## src/rtl/shift_pkg.sv

```systemverilog
// Opcode encoding and helpers shared by the shift/rotate pipeline.
package shift_pkg;

  typedef logic [2:0] op_t;

  localparam op_t OP_SLL = 3'b000;
  localparam op_t OP_SRL = 3'b001;
  localparam op_t OP_SRA = 3'b010;
  localparam op_t OP_ROL = 3'b011;
  localparam op_t OP_ROR = 3'b100;

  function automatic logic is_legal_op(op_t op);
    return op <= OP_ROR;
  endfunction

endpackage

```

## src/rtl/shift_unit_pipe_if.sv

```systemverilog
// Operand/result handshake bundle between the source, the shift pipeline and the consumer.
interface shift_unit_pipe_if #(
  parameter int WIDTH = 8
);
  import shift_pkg::*;
  localparam int AMT_W = $clog2(WIDTH);

  logic             in_valid;
  logic             in_ready;
  logic [WIDTH-1:0] in_data;
  logic [AMT_W-1:0] in_amt;
  op_t              in_op;
  logic             out_valid;
  logic             out_ready;
  logic [WIDTH-1:0] out_data;
  logic             out_carry;
  logic             out_zero;
  logic             out_illegal;

  modport master (
    output in_valid, in_data, in_amt, in_op, out_ready,
    input  in_ready, out_valid, out_data, out_carry, out_zero, out_illegal
  );

  modport slave (
    input  in_valid, in_data, in_amt, in_op, out_ready,
    output in_ready, out_valid, out_data, out_carry, out_zero, out_illegal
  );
endinterface

```

## src/rtl/shift_core.sv

```systemverilog
// Combinational log2(WIDTH)-level barrel shifter/rotator with carry, zero and illegal flags.
module shift_core
  import shift_pkg::*;
#(
  parameter int WIDTH = 8,
  localparam int AMT_W = $clog2(WIDTH)
) (
  input  logic [WIDTH-1:0] data,
  input  logic [AMT_W-1:0] amt,
  input  op_t              op,
  output logic [WIDTH-1:0] result,
  output logic             carry,
  output logic             zero,
  output logic             illegal
);

  logic [WIDTH-1:0] lvl [AMT_W+1];
  logic [AMT_W-1:0] sll_idx;
  logic [AMT_W-1:0] srl_idx;

  assign lvl[0] = data;

  // Level k moves by 2**k; the sign bit is untouched until the end, so SRA fill stays correct.
  for (genvar k = 0; k < AMT_W; k++) begin : g_lvl
    localparam int SH = 1 << k;
    logic [WIDTH-1:0] cur;
    logic [WIDTH-1:0] nxt;

    assign cur = lvl[k];

    always_comb begin
      nxt = cur;
      if (amt[k]) begin
        case (op)
          OP_SLL:  nxt = {cur[WIDTH-SH-1:0], {SH{1'b0}}};
          OP_SRL:  nxt = {{SH{1'b0}}, cur[WIDTH-1:SH]};
          OP_SRA:  nxt = {{SH{cur[WIDTH-1]}}, cur[WIDTH-1:SH]};
          OP_ROL:  nxt = {cur[WIDTH-SH-1:0], cur[WIDTH-1:WIDTH-SH]};
          OP_ROR:  nxt = {cur[SH-1:0], cur[WIDTH-1:SH]};
          default: nxt = cur;
        endcase
      end
    end

    assign lvl[k+1] = nxt;
  end

  // WIDTH-n and n-1, both taken modulo WIDTH; only used when n != 0.
  assign sll_idx = ~amt + AMT_W'(1);
  assign srl_idx = amt - AMT_W'(1);

  always_comb begin
    carry = 1'b0;
    if (amt != '0) begin
      case (op)
        OP_SLL:         carry = data[sll_idx];
        OP_SRL, OP_SRA: carry = data[srl_idx];
        OP_ROL:         carry = lvl[AMT_W][0];
        OP_ROR:         carry = lvl[AMT_W][WIDTH-1];
        default:        carry = 1'b0;
      endcase
    end
  end

  assign illegal = !is_legal_op(op);
  assign result  = illegal ? data : lvl[AMT_W];
  assign zero    = (result == '0);

endmodule

```

## src/rtl/shift_unit_pipe.sv

```systemverilog
// Two-stage shift/rotate pipeline: stage 1 captures operands, stage 2 holds the result for the consumer.
module shift_unit_pipe
  import shift_pkg::*;
#(
  parameter int WIDTH = 8,
  localparam int AMT_W = $clog2(WIDTH)
) (
  input  logic              clk,
  input  logic              rst_n,
  shift_unit_pipe_if.slave  bus
);

  logic             rdy_en;
  logic             s1_valid;
  logic [WIDTH-1:0] s1_data;
  logic [AMT_W-1:0] s1_amt;
  op_t              s1_op;
  logic             s2_valid;
  logic [WIDTH-1:0] s2_data;
  logic             s2_carry;
  logic             s2_zero;
  logic             s2_illegal;

  logic [WIDTH-1:0] core_result;
  logic             core_carry;
  logic             core_zero;
  logic             core_illegal;

  logic s2_load;
  logic s1_adv;
  logic in_fire;

  shift_core #(.WIDTH(WIDTH)) u_core (
    .data    (s1_data),
    .amt     (s1_amt),
    .op      (s1_op),
    .result  (core_result),
    .carry   (core_carry),
    .zero    (core_zero),
    .illegal (core_illegal)
  );

  assign s2_load      = !s2_valid || bus.out_ready;
  assign s1_adv       = s1_valid && s2_load;
  // rdy_en holds in_ready low until the first clock after reset release.
  assign bus.in_ready = rdy_en && (!s1_valid || s1_adv);
  assign in_fire      = bus.in_valid && bus.in_ready;

  always_ff @(posedge clk or negedge rst_n) begin
    if (!rst_n) begin
      rdy_en     <= 1'b0;
      s1_valid   <= 1'b0;
      s1_data    <= '0;
      s1_amt     <= '0;
      s1_op      <= OP_SLL;
      s2_valid   <= 1'b0;
      s2_data    <= '0;
      s2_carry   <= 1'b0;
      s2_zero    <= 1'b0;
      s2_illegal <= 1'b0;
    end else begin
      rdy_en <= 1'b1;

      if (in_fire) begin
        s1_valid <= 1'b1;
        s1_data  <= bus.in_data;
        s1_amt   <= bus.in_amt;
        s1_op    <= bus.in_op;
      end else if (s1_adv) begin
        s1_valid <= 1'b0;
      end

      // Result registers only change when a new beat lands, keeping out_* stable under stall.
      if (s2_load) begin
        s2_valid <= s1_valid;
        if (s1_valid) begin
          s2_data    <= core_result;
          s2_carry   <= core_carry;
          s2_zero    <= core_zero;
          s2_illegal <= core_illegal;
        end
      end
    end
  end

  assign bus.out_valid   = s2_valid;
  assign bus.out_data    = s2_data;
  assign bus.out_carry   = s2_carry;
  assign bus.out_zero    = s2_zero;
  assign bus.out_illegal = s2_illegal;

endmodule

```

## src/flat_wrapper.sv

```systemverilog
// flat-port wrapper written by rule: the top's interface ports become plain ports
module shift_unit_pipe_flat import shift_pkg::*;
#(
  parameter int WIDTH = 8,
  localparam int AMT_W = $clog2(WIDTH)
)
  (clk, rst_n, bus_in_valid, bus_in_data, bus_in_amt, bus_in_op, bus_out_ready, bus_in_ready, bus_out_valid, bus_out_data, bus_out_carry, bus_out_zero, bus_out_illegal);
  shift_unit_pipe_if #(.WIDTH(WIDTH)) bus_i ();
  input  logic clk;
  input  logic rst_n;
  input wire logic [$bits(bus_i.in_valid)-1:0] bus_in_valid;
  input wire logic [$bits(bus_i.in_data)-1:0] bus_in_data;
  input wire logic [$bits(bus_i.in_amt)-1:0] bus_in_amt;
  input wire logic [$bits(bus_i.in_op)-1:0] bus_in_op;
  input wire logic [$bits(bus_i.out_ready)-1:0] bus_out_ready;
  output wire logic [$bits(bus_i.in_ready)-1:0] bus_in_ready;
  output wire logic [$bits(bus_i.out_valid)-1:0] bus_out_valid;
  output wire logic [$bits(bus_i.out_data)-1:0] bus_out_data;
  output wire logic [$bits(bus_i.out_carry)-1:0] bus_out_carry;
  output wire logic [$bits(bus_i.out_zero)-1:0] bus_out_zero;
  output wire logic [$bits(bus_i.out_illegal)-1:0] bus_out_illegal;
  assign bus_i.in_valid = bus_in_valid;
  assign bus_i.in_data = bus_in_data;
  assign bus_i.in_amt = bus_in_amt;
  assign bus_i.in_op = bus_in_op;
  assign bus_i.out_ready = bus_out_ready;
  assign bus_in_ready = bus_i.in_ready;
  assign bus_out_valid = bus_i.out_valid;
  assign bus_out_data = bus_i.out_data;
  assign bus_out_carry = bus_i.out_carry;
  assign bus_out_zero = bus_i.out_zero;
  assign bus_out_illegal = bus_i.out_illegal;
  shift_unit_pipe #(.WIDTH(WIDTH)) u_core (.clk(clk), .rst_n(rst_n), .bus(bus_i));
endmodule
```

## config.mk

```make
export PLATFORM = sky130hd
export DESIGN_NAME = shift_unit_pipe_flat
export DESIGN_NICKNAME = d
export VERILOG_FILES = /design/src/rtl/shift_pkg.sv /design/src/rtl/shift_unit_pipe_if.sv /design/src/rtl/shift_core.sv /design/src/rtl/shift_unit_pipe.sv /design/src/flat_wrapper.sv
export SDC_FILE = /design/constraint.sdc
export NUM_CORES = 1
export LEC_CHECK = 0
export ABC_AREA = 0
export CORE_MARGIN = 1
export CORE_UTILIZATION = 44
export DETAILED_ROUTE_END_ITERATION = 6
export GPL_TIMING_DRIVEN = 0
export PLACE_DENSITY = 0.72
export SLEW_MARGIN = 40
export SYNTH_ARGS = -nofsm -noshare
export SYNTH_HDL_FRONTEND = slang
export SYNTH_HIERARCHICAL = 1
export SYNTH_SLANG_ARGS = --single-unit
```

## constraint.sdc

```tcl
create_clock -name clk -period 2.82 [get_ports clk]
set_input_delay 0.564 -clock clk [delete_from_list [all_inputs] [get_ports clk]]
set_output_delay 0.564 -clock clk [all_outputs]
set_load 0.01 [all_outputs]
```

; Yosys cells after proc, flatten, opt, wreduce, memory -nomap -nowiden
; Cells that the tools add are included.
[op_classes]
n_addsub = 2
multipliers = 0
n_div = 0
order_cmp = 3
eq_ne = 4
shifts = 0
n_mux = 15
n_bitwise = 1
n_reduce_logical = 15
[ops]
columns = cell, n
row1 = case mux 8 bit (5 select lines), 2
row2 = 2-to-1 mux 8 bit, 4
row3 = case mux 8 bit (4 select lines), 1
row4 = logical NOT 8 bit, 1
row5 = "< comparator 3 x 4 -> 1 bit, second input constant", 2
row6 = binary-select mux 1 bit (select 3 bit), 2
row7 = "equality test 3 x 2 -> 1 bit, second input constant", 2
row8 = 2-to-1 mux 1 bit, 5
row9 = case mux 1 bit (4 select lines), 1
row10 = OR reduction 2 bit, 2
row11 = "adder 3 x 1 -> 3 bit, second input constant", 1
row12 = "equality test 3 x 1 -> 1 bit, second input constant", 1
row13 = "equality test 3 bit, second input constant", 1
row14 = "less-or-equal comparator 3 bit, second input constant", 1
row15 = logical AND 1 bit, 3
row16 = logical NOT 1 bit, 3
row17 = logical NOT 3 bit, 1
row18 = inverter 3 bit, 1
row19 = nonzero test 3 bit, 1
row20 = "subtractor 3 x 1 -> 3 bit, second input constant", 1
row21 = logical OR 1 bit, 2
row22 = AND reduction 2 bit, 1
row23 = nonzero test 2 bit, 1
[totals]
register_bits = 28
latch_bits = 0
ram_bits = 0
romBits = 0
input_bits = 18
mem_count = 0

; Logic depth before layout (Yosys ltp)
; Gate-level depths: netlist (run 1).
[logic_depth]
word_depth = 9
mapped_depth = 11

; Modules after synthesis
; The synthesis (run 1) kept the hierarchy.
[modules_own_cells]
columns = module, n_inst, cells_each, area_each_um2, seq_area_each_um2
row1 = shift_core, 1, 185, 1295.0, 0.0
row2 = shift_unit_pipe, 1, 65, 1111.1, 700.7

; Worst setup path after synthesis (run 1)
; No wires, ideal clock.
[synth_path]
path_kind = register to register
start = register u_core.s1_op[0]
end = register u_core.s2_zero, in the netlist u_core/bus.out_zero
setup_time_ns = 0.064
t_arrival_ns = 2.637
t_required_ns = 2.756
path_slack_ns = 0.119
stages_incl_launch_ff = 10
n_path_buf = 1
period_less_slack_ns = 2.701
cell_sequence = dfrtp_1 buf_2 xnor2_2 mux2_2 a21o_1 a2111oi_4 o2bb2ai_1 or4b_1 nor3_2 mux2_2
[synth_via]
elab_chain_len = 9
word_cells_on_any_way = 15
classes_between = order compare: 1 / eq/ne: 4 / mux: 7 / reduce/logical: 3
[synth_lines]
columns = element, line
row1 = start: declaration, shift_unit_pipe.sv:17  ; op_t s1_op;
row2 = start signal: assignment, shift_unit_pipe.sv:68  ; s1_op <= bus.in_op;
row3 = equality test 3 bit (tied with other cells), shift_core.sv:34  ; case (op)
row4 = case mux 8 bit (5 select lines), shift_core.sv:34
row5 = 2-to-1 mux 8 bit, shift_core.sv:33  ; if (amt[k]) begin
row6 = case mux 8 bit (5 select lines), shift_core.sv:34
row7 = 2-to-1 mux 8 bit, shift_core.sv:33
row8 = case mux 8 bit (4 select lines), shift_core.sv:34
row9 = 2-to-1 mux 8 bit, shift_core.sv:33
row10 = 2-to-1 mux 8 bit *, shift_core.sv:66  ; assign result = illegal ? data : lvl[AMT_W];
row11 = via u_core.core_result[7], shift_unit_pipe.sv:24  ; logic [WIDTH-1:0] core_result;
row12 = logical NOT 8 bit *, shift_core.sv:67  ; assign zero = (result == '0);
row13 = via u_core.core_zero, shift_unit_pipe.sv:26  ; logic core_zero;
row14 = end signal: assignment, shift_unit_pipe.sv:79  ; s2_zero <= core_zero;
row15 = end: declaration, shift_unit_pipe.sv:21  ; logic s2_zero;
; Mark *: on every way through the listed nets, which the timed path passes. The rest lies on a longest branch.
; A chain may end at the register's enable or synchronous reset.

; Worst setup path after layout (run 1)
[layout_path]
start = register u_core.s1_op[0]
end = register u_core.s2_zero, in the netlist u_core/bus.out_zero
[layout_via]
elab_chain_len = 9
word_cells_on_any_way = 15
classes_between = order compare: 1 / eq/ne: 4 / mux: 7 / reduce/logical: 3
[layout_lines]
columns = element, line
row1 = equality test 3 bit (tied with other cells), shift_core.sv:34
row2 = case mux 8 bit (5 select lines), shift_core.sv:34
row3 = 2-to-1 mux 8 bit, shift_core.sv:33
row4 = case mux 8 bit (5 select lines), shift_core.sv:34
row5 = 2-to-1 mux 8 bit, shift_core.sv:33
row6 = case mux 8 bit (4 select lines), shift_core.sv:34
row7 = 2-to-1 mux 8 bit, shift_core.sv:33
row8 = 2-to-1 mux 8 bit *, shift_core.sv:66
row9 = logical NOT 8 bit *, shift_core.sv:67
row10 = via u_core.core_zero, shift_unit_pipe.sv:26
; Marks and branches as above.

==> results of run 1 <==
-- per-layer routing --
| layer | share of wire | wire length [µm] |
|---|---|---|
| met5 | 0 | 0 |
| met4 | 0.035 | 238 |
| met3 | 0.073 | 493 |
| met2 | 0.48 | 3240 |
| met1 | 0.41 | 2740 |
-- cells in the mapped netlist, drive strengths merged (4+ instances only) --
| cell | number |
|---|---|
| a21oi | 9 |
| a221o | 4 |
| a31oi | 4 |
| and2 | 6 |
| buf | 10 |
| clkbuf | 11 |
| dfrtp | 28 |
| inv | 6 |
| mux2 | 28 |
| mux2i | 7 |
| mux4 | 4 |
| nand2 | 16 |
| nand2b | 7 |
| nand3b | 6 |
| nor2 | 15 |
| nor2b | 6 |
| o21ai | 13 |
| o31ai | 5 |
-- per-stage QoR --
stage	setup WS, ns	util	hold WS, ns	area, µm²
after global routing	-0.0693	0.611	0.338	3160
after global placement	-0.198	0.540	0.465	2790
after CTS	0.000201	0.584	0.304	3020
after detailed placement	-0.199	0.539	0.478	2790
after floorplan	0.119	-	0.268	2410
final	0.0192	0.611	0.297	3160
-- worst reg2reg max path, stage by stage (launching register included) --
cell      delay [ns]
dfrtp_1         0.40
buf_6           0.15
buf_8           0.15
or3b_4          0.40
o32a_1          0.35
o311ai_1        0.08
o21a_1          0.23
o22ai_1         0.11
or4b_4          0.54
nor3_2          0.18
mux2_4          0.16
-- what timing repair did --
action	4_1_cts	5_1_grt
gates resized for setup	27	27
setup endpoints to repair	2	2
setup buffers	6	8
pin swaps	6	8
-- registers in the layout (all words and copies together) (netlist names) --
| register | flops |
|---|---|
| u_core/s1_op | 3 |
| u_core/bus.out_zero | 1 |
| u_core/s1_valid | 1 |
| u_core/s1_data | 8 |
| u_core/bus.out_illegal | 1 |
| u_core/s1_amt | 3 |
| u_core/bus.out_carry | 1 |
| u_core/bus.out_valid | 1 |
| u_core/rdy_en | 1 |
| u_core/bus.out_data | 8 |
-- power by group --
group / internal (W) / leakage (nW) / switching [W]
Clock: 0.000190 / 0.0357 / 0.000125
Combinational: 0.000711 / 0.927 / 0.000657
Sequential: 0.000506 / 0.335 / 0.0000922
Total: 0.00141 / 1.30 / 0.000875
-- cell families (layout without fill, tap and decap cells) --
family          Yosys count  in the layout
xor+xnor                  3              3
other cells               1              1
flops                    28             28
simple gates             77             77
mux                      39             39
compound gates           70             70
buf+inv                  28             75
fa+ha+maj                 4              4
-- final cells by class --
| cell class | count | area, µm² | share of cell area |
|---|---|---|---|
| repair buffers | 44 | 400 | 0.127 |
| plain buffers | 20 | 149 | 0.0471 |
| clock buffers | 3 | 41.3 | 0.0131 |
| multi-input cells | 194 | 1720 | 0.543 |
| well taps | 70 | 87.6 | 0.0277 |
| flip-flops and latches | 28 | 702 | 0.222 |
| inverters | 7 | 33.8 | 0.0107 |
| clock inverters | 1 | 30.0 | 0.00950 |
-- worst paths after layout --
| check | cells after the start | slack (ns) | endpoint |
|---|---|---|---|
| max | 10 | 0.02 | u_core/bus.out_zero |
| min | 1 | 0.30 | u_core/s1_amt[1] |
| max reg2reg | 10 | 0.02 | u_core/bus.out_zero |
| min reg2reg | 1 | 0.49 | u_core/bus.out_valid |
| max in group asynchronous | 1 | 2.08 | u_core/s1_op[1] |
| min in group clk | 1 | 0.49 | u_core/bus.out_valid |
==> impl_results.md, run 1 <==
- Outcome: complete, no violations
- Iter 0 DRT Violations: 150
- Vias in the first global route: 2,202
- Synth Register Bits: 28
- Area of the die: 5770 µm²
- Initial core utilization: 0.465
- Via count: 2,287
- Port Buffers: 30
- Routed Antenna Nets: 0
- Unrepaired setup endpoints after global routing: true
- Yosys top cell area share: 0.291
- Met2 Use GR: 0.399
- Area grow syn2layout: 31.4%
- Global route hottest layer: met2
- Worst Max-Slew Pin Slew: 0.770 ns
- Final cell count without fillers: 367
- Setup TNS: 0 ns
- Post-Synth Simple-Gate Area: 0.186
- CP top delay family: simple AND/OR/NAND/NOR gates
- First-pass GRT wire length: 11,000 µm
- CP Data Arrival Time: 3.02 ns
- Setup-failing EPs final: 0
- Slowest CP cell: or4b_4
- Antenna diodes: 0
- H-tree Lvls: 1
- Max Root-Sink Buffers: 2
- CP startpoint: u_core/s1_op[0]
- CP bufs+invs: 2
- Worst VDD drop: 345 µV
- Final nets: 319
- Top-level port count: 31
- Clk Latency, worst-skew pair: 0.28 ns
- Syn avg cell area: 9.62 µm²
- Setup CP Type: register to register
- DRC: 0
- Clk sinks: 28
- Pwr dens: 722 nW/µm²
- Largest family of logic cells by synthesized area: compound AO/OA/AOI/OAI gates
- Grt met3 use: 0.0361
- Initial DRT Pass Iterations: 4
- Syn Inst Count: 250
- Synth cell types: 65
- CP endpoint kind: register
- Remaining Overflow, GRT: 0
- Max_cap viols: 0
- Synth warn: 6
- Max incr delay on CP: 0.54 ns
- Cells along the critical path: buf_6 -> buf_8 -> or3b_4 -> o32a_1 -> o311ai_1 -> o21a_1 -> o22ai_1 -> or4b_4 -> nor3_2 -> mux2_4
- Crit-path max FO: 10
- Minimum clock period: 2.80 ns
- Largest net degree at the start of global routing: 29
- Initial antenna violation count: 0
- CTS Hold Bufs: 0
- Inst Count DP: 350
- Total CTS buffers: 3
- Layout cells sized above 1: 0.327
- Critical path launch point type: register
- CTS root buf: clkbuf_8
- Clock-pin slew of the registers on the worst-case setup and hold paths: 0.10 ns
- Commonest cells after routing, fill and taps aside: clkdlybuf4s50_1 (29), dfrtp_1 (27), mux2_2 (17)
- Min-Delay Path Class: input pin to async pin
- Die Span Y: 76.0 µm
- Leakage: 1.30 nW
- Synth Cell Area: 2410 µm²
- Via density: 6.23
- FILL cells: 449
- Worst R2R Start: u_core/s1_op[0]
- Max-slew headroom: 0.480
- GPL Wtd Cong: 0.939
- Post-Synth Adder-Cell Area: 0.0198
- Die width: 76.0 µm
- Most common cell after layout, fill and taps aside: clkdlybuf4s50_1
- Power Total: 0.00228 W
- Final Hold Viols: 0
- Xor and xnor area share after synthesis: 0.0140
- WP data required: 3.04 ns
- Top cells by area, synth: dfrtp_1 (29%), mux2_2 (8.4%), mux2_4 (6.2%)
- Primary FF master, synth: dfrtp_1
- Clock skew: 0.00637 ns
- Tcrit/Tclk final: 0.993
- Post-synthesis mux area share: 0.213
- FFs w/ async S/R, synth: 1.00
- Post-synth EDFFs: 0
- Synth area leader: dfrtp_1
- Slew Viols, Final: 0
- Met1 GRT Util: 0.305
- Row count: 26
- Per-cell routed wire length: 18.3 µm
- Seq/Total Area, Yosys: 0.291
- Syn Nets: 271
- Synth Area in Compound Gates: 0.217
- Final wirelength: 6710 µm
- F_max: 357 MHz
- Tot GR Track Use: 0.238
- Core outline area: 5170 µm²
- Post-detail-place hpwl: 4820 µm
- CTS tree: built
Power figures use the tool's default switching activity.
==> inputs of run 2 (changes only) <==
TNS_END_PERCENT = 50   (was unset)
==> results of run 2 <==
No change in the layout: final DEF, timing and power equal those of run 1.
==> inputs of run 3 (changes only) <==
GPL_ROUTABILITY_DRIVEN = 0   (was unset)
==> run 3 against run 2 <==
Effect of this change:
- largest cell class unchanged
- largest power group unchanged
- worst setup slack lost 0.039 ns
- the run now ends with setup timing left
- die area is the same
- clock skew grew 0.0012 ns
- final cell count shrank 1.9%
- combinational power shrank 5%
- first-iteration DRC count grew 12%
==> impl_results.md, run 3 (same netlist as run 1, synthesis figures left out) <==
- Antenna diodes: 0 (unchanged)
- Final nets: 312 (-2.2%)
- Clock skew: 0.00755 ns (+0.00118 ns)
- CTS tree: built
- Max Root-Sink Buffers: 2 (unchanged)
- Clk Latency, worst-skew pair: 0.27 ns (about the same)
- Setup CP Type: register to register
- DRC: 0 (unchanged)
- Commonest cells after routing, fill and taps aside: clkdlybuf4s50_1 (29), dfrtp_1 (27), mux2_2 (17)
- Routed Antenna Nets: 0 (unchanged)
- Unrepaired setup endpoints after global routing: true
- Tot GR Track Use: 0.226 (-0.0120)
- Area of the die: 5770 µm² (unchanged)
- Setup-failing EPs final: 1 (+1)
- H-tree Lvls: 1 (unchanged)
- Failing checks: setup timing
- Top-level port count: 31 (unchanged)
- Leakage: 1.26 nW (-2.5%)
- Remaining Overflow, GRT: 0 (unchanged)
- Max incr delay on CP: 0.55 ns (about the same)
- First-pass GRT wire length: 10,500 µm (-4.3%)
- Critical path launch point type: register
- Setup TNS: -0.0193 ns (-0.0193 ns)
- P_int: 0.00137 W (-3.0%)
- Largest net degree at the start of global routing: 29 (unchanged)
- Port Buffers: 30 (unchanged)
- Tcrit/Tclk final: 1.01 (+0.0137)
- CP Data Arrival Time: 3.05 ns (+0.03 ns)
- Worst VDD drop: 344 µV (-0.15%)
- Area occupied by multi-input gates: 1690 µm² (-1.7%)
- WP data required: 3.03 ns (about the same)
- CTS root buf: clkbuf_8
- Vias in the first global route: 2,058 (-6.5%)
- Crit-path max FO: 7 (-3)
- R2R setup slack: -0.02 ns (-0.04 ns)
- Initial core utilization: 0.465 (unchanged)
- Worst Max-Slew Pin Slew: 0.672 ns (-0.0981 ns)
- CP endpoint kind: register
- Register area: 702 µm² (unchanged)
- Layout cells sized above 1: 0.293 (-0.0335)
- Initial antenna violation count: 0 (unchanged)
- Die width: 76.0 µm (unchanged)
- Initial DRT Pass Iterations: 6 (+2)
- Max-slew headroom: 0.546 (+0.0663)
- Core outline area: 5170 µm² (unchanged)
- Inst Count DP: 350 (unchanged)
- Pwr dens: 723 nW/µm² (+0.12%)
- Most common cell after layout, fill and taps aside: clkdlybuf4s50_1
- Per-cell routed wire length: 17.4 µm (-4.8%)
- Switching pwr: 0.000843 W (-3.6%)
- Final Hold Viols: 0 (unchanged)
- Clock-pin slew of the registers on the worst-case setup and hold paths: 0.10 ns (about the same)
- Minimum clock period: 2.84 ns (+0.0385 ns)
- Worst Slack Setup Final: -0.0193 ns (-0.0385 ns)
- Area grow syn2layout: 27.0%
- Final wirelength: 6270 µm (-6.6%)
- Final cell count without fillers: 360 (-1.9%)
- Outcome: finished with violations
- Via count: 2,194 (-4.1%)
- Row count: 26 (unchanged)
- Power Total: 0.00221 W (-3.2%)
- Clock power share: 0.141 (+0.003)
- Slowest CP cell: or4b_4
- Cells along the critical path: buf_6 -> o21ai_4 -> inv_4 -> a221o_1 -> a31oi_1 -> a31oi_2 -> o221a_2 -> or4b_4 -> nor3_4 -> mux2_2
- Min-Delay Path Class: input pin to async pin
- Placed instance area: 2790 µm² (unchanged)
- CP bufs+invs: 2 (unchanged)
- Max_cap viols: 0 (unchanged)
- Finished Cell Area: 3060 µm² (-3.3%)
- Slew Viols, Final: 0 (unchanged)
- Total CTS buffers: 3 (unchanged)
- Logic pwr share: 0.589 (-0.011)
- Die Span Y: 76.0 µm (unchanged)
- Sequential power share: 0.270 (+0.008)
- Post-detail-place hpwl: 4590 µm (-4.7%)
- Sw Share: 0.382 (-0.00160)
- Via density: 6.09 (-2.2%)
- CP top delay family: compound AO/OA/AOI/OAI gates
- Clk sinks: 28 (unchanged)
- Hold WS: 0.294 ns (-0.00289 ns)
- F_max: 352 MHz (-1.4%)
- Iter 0 DRT Violations: 168 (+12%)
- FILL cells: 436 (-2.9%)
==> run 3: cell types whose count changed in the layout (fill, tap and decap cells not counted), sizes merged <==
cell / delta
buf: -6
clkinvlp: -2
clkbuf: -1
clkinv: +1
inv: +1
==> run 3: path summary, 6_finish.rpt <==
| kind | start | cells after the start | to |
|---|---|---|---|
| setup reg to reg | u_core/s1_op[0] | 10 | u_core/bus.out_zero |
| hold reg to reg | u_core/bus.out_data[0] | 1 | u_core/bus.out_data[0] |
| setup / recovery | u_core/s1_op[0] | 10 | u_core/bus.out_zero |
| max in group asynchronous | rst_n | 1 | u_core/s1_op[1] |
| min in group clk | u_core/bus.out_data[0] | 1 | u_core/bus.out_data[0] |
| hold / removal | rst_n | 1 | u_core/s1_amt[1] |
==> run 3: power groups by stage <==
stage          clock network, W  registers (W)  logic, W
2_1_floorplan                 0       0.000610  0.000749
3_3_place_gp                  0       0.000591   0.00112
3_5_place_dp                  0       0.000597   0.00113
4_1_cts                0.000322       0.000589   0.00121
5_1_grt                0.000336       0.000616   0.00140
6_report               0.000311       0.000598   0.00130
==> run 3: through the flow <==
stage / setup WS (ns) / util
floorplan: 0.119 / -
global placement: -0.193 / 0.540
detailed placement: -0.219 / 0.539
CTS: -0.00538 / 0.572
global route: -0.140 / 0.591
finish: -0.0193 / 0.591
==> run 3: timing repair <==
action / CTS / global route
pin swaps: 4 / 9
hold buffers: 0 / 0
endpoints found under the setup margin: 2 / 2
buffers inserted: 3 / 4
resized for setup: 21 / 20
==> run 3: worst reg2reg max path: stages, from the launching register on <==
cell and delay [ns]:
dfrtp_1 0.41, buf_6 0.16, o21ai_4 0.20, inv_4 0.09
a221o_1 0.45, a31oi_1 0.21, a31oi_2 0.13, o221a_2 0.26
or4b_4 0.55, nor3_4 0.17, mux2_2 0.15
==> run 3: area by class of cell <==
cell class                 count  share of cell area
buffer                        20              0.0426
clock buffer                   3              0.0135
tap                           70              0.0287
multi-input combinational    194               0.552
sequential                    28               0.230
inverter                       7             0.00983
timing repair buffer          37               0.114
clock inverter                 1             0.00983
==> run 3: metal layers <==
metal / GRT usage / wire length, µm
met1: 0.315 / 2640
met2: 0.359 / 2880
met3: 0.0289 / 526
met4: 0.0808 / 214
met5: 0 / 0
